**src/rtl/conv_window_scheduler.sv**
```systemverilog
// conv_window_scheduler
//
// Address sequencer for a NO_CORES-wide MAC array running a KxK convolution
// over a square, channel-grouped input image held in block RAM. Once started,
// it issues one image word address and one weight word address per enabled
// cycle. The sweep order, from outermost to innermost, is output channel
// group, output row, output column, kernel row, kernel column and input
// channel group.
//
// Both addresses are built by adding precomputed strides to running pointers,
// so the sweep itself needs no multipliers. The only multipliers are in the
// config path, and their results are registered once per layer.
//
// Ports
//   clk, rst           rising-edge clock and synchronous active-high reset
//   en                 advance enable; when low the sweep freezes
//   init_signal        one-cycle start pulse; config is sampled in IDLE
//   width_input_img    W, input image width (square image)
//   channel_input_img  Cg, input channel groups
//   kernel_size        K, kernel width (1..KMAX)
//   stride             S
//   width_out          Wo, output width (square image)
//   no_channel_out     Og, output channel groups
//   busy               high while the sweep is running
//   addr_valid         img_addr and weight_addr carry an element this cycle
//   img_addr           image BRAM word address
//   weight_addr        weight BRAM word address
//   channel_end        last element of the current output pixel's window
//   out_pixel_idx      oy*Wo+ox of the current element
//   out_ch_grp         current output channel group
//   weight_end         last element of the whole layer
//   cfg_err            one-cycle pulse when init_signal is rejected
module conv_window_scheduler #(
  parameter int ADDR_W   = 32,
  parameter int DIM_W    = 12,
  parameter int KMAX     = 7,
  parameter int NO_CORES = 4
) (
  input  logic                 clk,
  input  logic                 rst,
  input  logic                 en,
  input  logic                 init_signal,
  input  logic [DIM_W-1:0]     width_input_img,
  input  logic [DIM_W-1:0]     channel_input_img,
  input  logic [3:0]           kernel_size,
  input  logic [2:0]           stride,
  input  logic [DIM_W-1:0]     width_out,
  input  logic [DIM_W-1:0]     no_channel_out,
  output logic                 busy,
  output logic                 addr_valid,
  output logic [ADDR_W-1:0]    img_addr,
  output logic [ADDR_W-1:0]    weight_addr,
  output logic                 channel_end,
  output logic [2*DIM_W-1:0]   out_pixel_idx,
  output logic [DIM_W-1:0]     out_ch_grp,
  output logic                 weight_end,
  output logic                 cfg_err
);

  typedef enum logic {IDLE, RUN} state_t;

  // Wide enough for (Wo-1)*S+K without overflow.
  localparam int RW = DIM_W + 8;
  // An array without MAC lanes has nothing to schedule.
  localparam logic HAS_CORES = (NO_CORES > 0);

  state_t state_reg, state_next;

  // Latched layer configuration and precomputed address strides.
  logic [3:0]        k_reg;
  logic [DIM_W-1:0]  cg_reg, wo_reg, og_reg;
  logic [ADDR_W-1:0] row_step_reg;    // W*Cg: next kernel row
  logic [ADDR_W-1:0] ox_step_reg;     // S*Cg: next output column
  logic [ADDR_W-1:0] oy_step_reg;     // S*W*Cg: next output row
  logic [ADDR_W-1:0] kcube_reg;       // K*K*Cg: next output channel group

  // Loop counters.
  logic [DIM_W-1:0]   c_reg, ox_reg, oy_reg, och_reg;
  logic [3:0]         kx_reg, ky_reg;
  logic [2*DIM_W-1:0] pix_reg;

  // Address pointers. line = window at (oy, 0), win = window at (oy, ox),
  // row = start of the current kernel row, img = current element.
  logic [ADDR_W-1:0] line_ptr_reg, win_ptr_reg, row_ptr_reg, img_ptr_reg;
  logic [ADDR_W-1:0] wbase_reg, w_ptr_reg;

  // Config check.
  logic [RW-1:0] reach;
  logic          cfg_ok;
  logic [ADDR_W-1:0] row_step_in, ox_step_in, oy_step_in, kcube_in;

  always_comb begin
    reach = (RW'(width_out) - RW'(1)) * RW'(stride) + RW'(kernel_size);
    cfg_ok = HAS_CORES
          && (kernel_size != 4'd0) && (stride != 3'd0)
          && (channel_input_img != '0) && (width_out != '0)
          && (no_channel_out != '0)
          && (RW'(kernel_size) <= RW'(KMAX))
          && (reach <= RW'(width_input_img));
    row_step_in = ADDR_W'(width_input_img) * ADDR_W'(channel_input_img);
    ox_step_in  = ADDR_W'(stride) * ADDR_W'(channel_input_img);
    oy_step_in  = ADDR_W'(stride) * row_step_in;
    kcube_in    = ADDR_W'(kernel_size) * ADDR_W'(kernel_size)
                * ADDR_W'(channel_input_img);
  end

  // Wrap detection for each loop level.
  logic last_c, last_kx, last_ky, last_ox, last_oy, last_och;
  logic win_last, layer_last, step;

  always_comb begin
    last_c     = (c_reg   == cg_reg - DIM_W'(1));
    last_kx    = (kx_reg  == k_reg  - 4'd1);
    last_ky    = (ky_reg  == k_reg  - 4'd1);
    last_ox    = (ox_reg  == wo_reg - DIM_W'(1));
    last_oy    = (oy_reg  == wo_reg - DIM_W'(1));
    last_och   = (och_reg == og_reg - DIM_W'(1));
    win_last   = last_c && last_kx && last_ky;
    layer_last = win_last && last_ox && last_oy && last_och;
    step       = (state_reg == RUN) && en;
  end

  // FSM.
  always_ff @(posedge clk) begin
    if (rst) state_reg <= IDLE;
    else     state_reg <= state_next;
  end

  always_comb begin
    state_next = state_reg;
    case (state_reg)
      IDLE:    if (init_signal && cfg_ok) state_next = RUN;
      RUN:     if (en && layer_last)      state_next = IDLE;
      default: state_next = IDLE;
    endcase
  end

  // Config latch and sweep counters.
  always_ff @(posedge clk) begin
    if (rst) begin
      k_reg <= '0; cg_reg <= '0; wo_reg <= '0; og_reg <= '0;
      row_step_reg <= '0; ox_step_reg <= '0; oy_step_reg <= '0; kcube_reg <= '0;
      c_reg <= '0; kx_reg <= '0; ky_reg <= '0; ox_reg <= '0; oy_reg <= '0;
      och_reg <= '0; pix_reg <= '0;
      line_ptr_reg <= '0; win_ptr_reg <= '0; row_ptr_reg <= '0; img_ptr_reg <= '0;
      wbase_reg <= '0; w_ptr_reg <= '0;
    end else if (state_reg == IDLE) begin
      if (init_signal && cfg_ok) begin
        k_reg        <= kernel_size;
        cg_reg       <= channel_input_img;
        wo_reg       <= width_out;
        og_reg       <= no_channel_out;
        row_step_reg <= row_step_in;
        ox_step_reg  <= ox_step_in;
        oy_step_reg  <= oy_step_in;
        kcube_reg    <= kcube_in;
        c_reg <= '0; kx_reg <= '0; ky_reg <= '0; ox_reg <= '0; oy_reg <= '0;
        och_reg <= '0; pix_reg <= '0;
        line_ptr_reg <= '0; win_ptr_reg <= '0; row_ptr_reg <= '0; img_ptr_reg <= '0;
        wbase_reg <= '0; w_ptr_reg <= '0;
      end
    end else if (step) begin
      if (!(last_c && last_kx)) begin
        // Within one kernel row, (kx, c) walks contiguous words in both
        // memories, so both pointers simply increment.
        if (last_c) begin
          c_reg  <= '0;
          kx_reg <= kx_reg + 4'd1;
        end else begin
          c_reg <= c_reg + DIM_W'(1);
        end
        img_ptr_reg <= img_ptr_reg + ADDR_W'(1);
        w_ptr_reg   <= w_ptr_reg + ADDR_W'(1);
      end else begin
        c_reg  <= '0;
        kx_reg <= '0;
        if (!last_ky) begin
          // The weights stay contiguous across kernel rows. The image jumps
          // down one row.
          ky_reg      <= ky_reg + 4'd1;
          row_ptr_reg <= row_ptr_reg + row_step_reg;
          img_ptr_reg <= row_ptr_reg + row_step_reg;
          w_ptr_reg   <= w_ptr_reg + ADDR_W'(1);
        end else begin
          ky_reg    <= '0;
          w_ptr_reg <= wbase_reg;
          if (!last_ox) begin
            ox_reg      <= ox_reg + DIM_W'(1);
            pix_reg     <= pix_reg + (2*DIM_W)'(1);
            win_ptr_reg <= win_ptr_reg + ox_step_reg;
            row_ptr_reg <= win_ptr_reg + ox_step_reg;
            img_ptr_reg <= win_ptr_reg + ox_step_reg;
          end else begin
            ox_reg <= '0;
            if (!last_oy) begin
              oy_reg       <= oy_reg + DIM_W'(1);
              pix_reg      <= pix_reg + (2*DIM_W)'(1);
              line_ptr_reg <= line_ptr_reg + oy_step_reg;
              win_ptr_reg  <= line_ptr_reg + oy_step_reg;
              row_ptr_reg  <= line_ptr_reg + oy_step_reg;
              img_ptr_reg  <= line_ptr_reg + oy_step_reg;
            end else begin
              // The image plane is done: rewind and move to the next
              // output channel group's weight block.
              oy_reg <= '0;
              pix_reg <= '0;
              line_ptr_reg <= '0; win_ptr_reg <= '0;
              row_ptr_reg  <= '0; img_ptr_reg <= '0;
              if (!last_och) begin
                och_reg   <= och_reg + DIM_W'(1);
                wbase_reg <= wbase_reg + kcube_reg;
                w_ptr_reg <= wbase_reg + kcube_reg;
              end
            end
          end
        end
      end
    end
  end

  // Registered outputs. An element taken on cycle n is presented on cycle n+1.
  // A stall drops addr_valid and holds everything else.
  always_ff @(posedge clk) begin
    if (rst) begin
      addr_valid    <= 1'b0;
      img_addr      <= '0;
      weight_addr   <= '0;
      channel_end   <= 1'b0;
      out_pixel_idx <= '0;
      out_ch_grp    <= '0;
      weight_end    <= 1'b0;
      cfg_err       <= 1'b0;
    end else begin
      cfg_err <= (state_reg == IDLE) && init_signal && !cfg_ok;
      if (step) begin
        addr_valid    <= 1'b1;
        img_addr      <= img_ptr_reg;
        weight_addr   <= w_ptr_reg;
        channel_end   <= win_last;
        out_pixel_idx <= pix_reg;
        out_ch_grp    <= och_reg;
        weight_end    <= layer_last;
      end else if (state_reg == RUN) begin
        addr_valid <= 1'b0;
      end else begin
        addr_valid  <= 1'b0;
        channel_end <= 1'b0;
        weight_end  <= 1'b0;
      end
    end
  end

  assign busy = (state_reg == RUN);

endmodule

```
**config.mk**
```make
export PLATFORM = sky130hd
export DESIGN_NAME = conv_window_scheduler
export DESIGN_NICKNAME = d
export VERILOG_FILES = /design/src/rtl/conv_window_scheduler.sv
export SDC_FILE = /design/constraint.sdc
export NUM_CORES = 2
export LEC_CHECK = 0
export CORE_ASPECT_RATIO = 1.5
export CORE_MARGIN = 1.5
export CORE_UTILIZATION = 63
export DETAILED_ROUTE_END_ITERATION = 8
export GPL_ROUTABILITY_DRIVEN = 1
export PLACE_DENSITY = 0.8
export SETUP_SLACK_MARGIN = 0.15
export SLEW_MARGIN = 20
export SYNTH_ARGS = -nofsm -noshare
export SYNTH_HDL_FRONTEND = slang
export SYNTH_SLANG_ARGS = --single-unit
```
**constraint.sdc**
```tcl
create_clock -name clk -period 10.5 [get_ports clk]
set_clock_uncertainty 0.15 [all_clocks]
set_input_delay 1.575 -clock clk [delete_from_list [all_inputs] [get_ports clk]]
set_output_delay 1.575 -clock clk [all_outputs]
set_load 0.1 [all_outputs]
```
After elaboration in Yosys (flattened, before gate mapping)

Index checks and enable logic that the tools add are counted.

Latch bits: 0
Bits in registers: 503
Memory bits (writable): 0
Memories: 0
Output and inout bits: 105
Logic and storage cells: 177
Memory bits (read-only): 0

$lt $le $gt $ge: 2
Eq/ne operators: 13
Div/mod/pow operators: 0
Mux-type cells: 76
Multipliers: 6
Bitwise operators: 1
Add/subtract/negate cells: 19
Reductions and logical operators: 30
Shift operators: 0

Operator list:

| operator                                                             | count |
|---|---|
| 32-bit two-way mux                                                   | 30 |
| 12-bit two-way mux                                                   | 23 |
| 24-bit two-way mux                                                   | 7 |
| 32-bit by 1-bit adder with 32-bit output, second input constant      | 2 |
| 12-bit by 1-bit adder with 12-bit output, second input constant      | 4 |
| 12-bit == test                                                       | 4 |
| 4-bit two-way mux                                                    | 9 |
| 12-bit nonzero test                                                  | 3 |
| 12-bit by 1-bit subtractor with 12-bit output, second input constant | 3 |
| 32-bit by 15-bit adder with 32-bit output                            | 1 |
| 32-bit by 20-bit adder with 32-bit output                            | 1 |
| 32-bit by 24-bit adder with 32-bit output                            | 1 |
| 32-bit by 27-bit adder with 32-bit output                            | 1 |
| 3-bit by 24-bit multiplier with 27-bit output                        | 1 |
| 24-bit by 1-bit adder with 24-bit output, second input constant      | 1 |
| 12-bit by 12-bit multiplier with 24-bit output                       | 1 |
| 20-bit by 12-bit less-or-equal comparator with 1-bit output          | 1 |
| 8-bit by 12-bit multiplier with 20-bit output                        | 1 |
| 17-bit by 5-bit adder with 18-bit output                             | 1 |
| 13-bit by 4-bit multiplier with 17-bit output                        | 1 |
| 1-bit logical AND                                                    | 16 |
| 3-bit by 12-bit multiplier with 15-bit output                        | 1 |
| 12-bit by 1-bit subtractor with 13-bit output, second input constant | 1 |
| 2-bit by 1-bit != test with 1-bit output, second input constant      | 5 |
| 19 further kinds                                                     | 28 |

Logic depth before layout (Yosys ltp)

Depth in word-level cells: 10
Gate-level depth with buffers: 33

Worst setup path before layout

Ideal clock, no wire load.

Path type: input port to flip-flop
Start point: in channel_input_img[3]
End point: reg oy_step_reg[26]
Arrival time: 8366 ps
Buffers on the path: 1
Setup slack: 1859 ps
Stages on the path: 29
Setup time: 125 ps
Cell sequence: clkbuf_1 -> nand2_1 -> fa_1 -> fa_1 -> fa_1 -> inv_1 -> fa_1 -> inv_1 -> fa_1 -> inv_1 -> ha_1 -> or3_1 -> o21ai_0 -> inv_1 -> a21oi_1 -> xnor2_1 -> nand2_1 -> fa_1 -> inv_1 -> ha_1 -> or2_2 -> a21o_1 -> a31oi_1 -> o22ai_1 -> nor4_1 -> o21bai_1 -> a211oi_1 -> nor2_1 -> o41a_1

Longest elaborated chain between the ends: 8

Ends and longest elaborated chain:

| element                                                                               | line | text |
|---|---|---|
| start, declared                                                                       | 44   | `input logic [DIM_W-1:0] channel_input_img,` |
| branches (longest 8 deep; another with 3-bit by 24-bit multiplier with 27-bit output) | -    |  |
| end signal, assigned                                                                  | 155  | `oy_step_reg <= oy_step_in;` |
| end, declared                                                                         | 74   | `logic [ADDR_W-1:0] oy_step_reg;` |

Parallel ways; which one is timed is not known.
A chain may end at the register's enable or synchronous reset.

Worst setup path in the final report

Same ends and word-level chain as after synthesis.

==> results.cfg <==
[final_layout]
fin_cells = 5977
layout_commonest_cell = nand2_1
n_antenna_cell = 0
fillers = 5431
layout_common_cells = 913 x nand2_1, 503 x dfxtp_1, 498 x a21oi_1
final_nets = 5711
drive_above_1_share = 0.04486
area_growth_pct = 9.027

[detailed_routing]
num_vias = 36890
drt_first_pass_iters = 6
route.detailed.drc = 0
wl_mm = 112.9
met2_length_mm = 54.84
wl_met3_mm = 6.792
ant_nets = 0
routed.top_layer = met4
viasPerCell = 6.172
drt_iter0_markers = 3012
routedWlPerCell_um = 18.89
wl_met1_mm = 45.02

[grt]
grt_overflow = 0
grt_max_degree = 158
antenna_found_initial = 0
grt_pass1_vias = 35500
grt_util_all_layers = 0.3409
grt_pass1_wl_mm = 181.8

[synthesis]
synthFlopType = dfxtp_1
ys_types = 101
ys_seq_area_frac = 0.2509
syn_avg_cell_area_um2 = 7.821
yosys.area.top_type = dfxtp_1
synth_top_area_share = 0.2509
postSynth.asyncResetShare = 0
yosys-top-cells-area = dfxtp_1 25%, fa_1 10%, ha_1 9.7%
synth-edff-count = 0
synthesis.nets = 5703
syn-instance-count = 5132
ys_warn_count = 0
ys_ff_latch = 503
syn_area_mm2 = 0.04014

[place]
gp_congestion = 0.9545
io_buffers = 163
place_hpwl_mm = 84.45
dp_slack_ns = 0.5711
place_inst = 5898

[sta]
setup_viol = 0
hold_violations = 0
finalCriticalPeriod_ns = 9.499
worstMarginPinSlew_ns = 1.036
finalSetupTns_ns = 0
rsz0062_at_grt = no
timing.hold.ws_ns = 0.3025
fin_crit_sh = 0.9046
finalMaxSlewViolations = 0
relSlewSlack = 0.3069
setup_slack_ns = 1.001
max_freq_ghz = 0.1053

[setup_path]
r2r_cells = 13
startpoint_type = primary input
slowest_stage = clkdlybuf4s50_1
critPathMaxFanout = 13
cp-end-kind = flop
crit_top_cell = fa_1
cp_data_required_time_ns = 10.81
slowest_delay_ns = 0.77
setup.worst_path.class = primary input to flop
worstPathArrival_ns = 9.81

[clocking]
post-cts-setup-buffers = 0
cts_tree = done
insertion_delay_ns = 0.59
cts.sinks = 503
root_buffer = clkbuf_16
postCtsResizedCells = 0
ctsHoldBuffers = 0
cts_buffer_depth = 3
path_clk_slew_ns = 0.07
cts_buffers = 45
cts_max_level = 2

[die]
die_area_mm2 = 0.06527
core-area_mm2 = 0.06320
start_util = 0.6351
fp.dieW_um = 209.1
fp-row-count = 113
die_h_um = 312.1
ios = 164

[power]
combPwrFrac = 0.593
leakage_nw = 18.53
irDropWorstVdd_mv = 0.3520
power_frac_clock = 0.190
p_seq_frac = 0.218
switchingPower_mw = 4.140
finalPower_mw = 9.337
p_per_area_mw_per_mm2 = 213.3
swShare = 0.4435
intPower_mw = 5.196

[job]
maxCapViolCount = 0

[hold_path]
hold_depth = 2
min_path_type = flop to flop

[run_status]
status = completed
## power groups by stage
stage,clock network (mW),registers (mW),logic [mW]
finish,1.77,2.03,5.53
global route,1.85,2.04,6.18
global placement,0,2.07,5.33
detailed placement,0,2.07,5.43
CTS,1.79,2.03,5.47
floorplan,0,2.04,4.22
## logic make-up (layout without fill, tap and decap cells)
group / after synthesis / after routing / synth area share
DFF: 503 / 503 / 0.2509
muxes: 19 / 19 / 0.005019
and+or+nand+nor: 1949 / 1949 / 0.2300
adders and majority gates: 512 / 512 / 0.1974
xor gates and xnor gates: 295 / 295 / 0.06437
buffers and inverters: 613 / 653 / 0.05979
AOI/OAI and AO/OA: 1241 / 1241 / 0.1926
## cells in the mapped netlist (11+ instances only)
library cell  count
a211oi_1         53
a21o_1           84
a21oi_1         498
a22o_1           20
a22oi_1          25
a31o_2           14
a31oi_1          40
and2_1          157
and3_1           79
buf_1            12
buf_2            31
clkbuf_1        206
dfxtp_1         503
fa_1            202
ha_1            310
inv_1           353
nand2_1         914
nand2b_1         25
nand3_1         144
nand3b_1         25
nand4_1          44
nor2_1          271
nor2b_1          61
nor3_1           79
nor4_1           21
o2111ai_1        20
o211ai_1         30
o21a_1           29
o21ai_0         214
o21ai_1          28
o21bai_1         25
o22ai_1          18
o31ai_1          27
or2_2            19
or3_1            32
or4_1            11
xnor2_1         172
xor2_1          123
## metrics by stage
stage	util	cell area [µm²]
global placement	0.6681	42220
CTS	0.6925	43760
floorplan	-	40140
global route	0.6925	43760
finish	0.6925	43760
detailed placement	0.6681	42220
## final cells by class
| type | count | area [µm²] | area share |
|---|---|---|---|
| Timing Repair Buffer | 220 | 2100 | 0.04797 |
| Tap cell | 805 | 1007 | 0.02302 |
| Clock buffer | 61 | 1299 | 0.02968 |
| Inverter | 354 | 1329 | 0.03036 |
| Multi-Input combinational cell | 4016 | 27720 | 0.6333 |
| Clock inverter | 18 | 242.7 | 0.005547 |
| Sequential cell | 503 | 10070 | 0.2301 |
## metal layers
layer,track usage,up-vias
met4,0.1782,0
met1,0.4092,17680
met3,0.03798,312
met5,0,-
li1,-,17600
met2,0.5989,1296
## worst max-delay path, delay by kind of cell
family                     cells  cell delay [ns]
and+or+nand+nor                7             1.27
buffers and inverters          3             1.12
adders and majority gates      8             3.64
AOI/OAI and AO/OA              8             1.94
xor gates and xnor gates       1             0.28
## path summary, 6_finish.rpt
kind,start,endpoint,slack (ns)
worst max register to register,wo_reg[0]$_SDFFE_PP0P_,img_ptr_reg[0]$_SDFFE_PP0P_,5.87
worst min-delay path,img_addr[6]$_SDFFE_PP0P_,img_addr[6]$_SDFFE_PP0P_,0.30
worst min register to register,img_addr[6]$_SDFFE_PP0P_,img_addr[6]$_SDFFE_PP0P_,0.30
worst max-delay path,channel_input_img[3],oy_step_reg[26]$_SDFFE_PP0P_,1.00
Note: power is estimated with default switching activity, not from simulation.
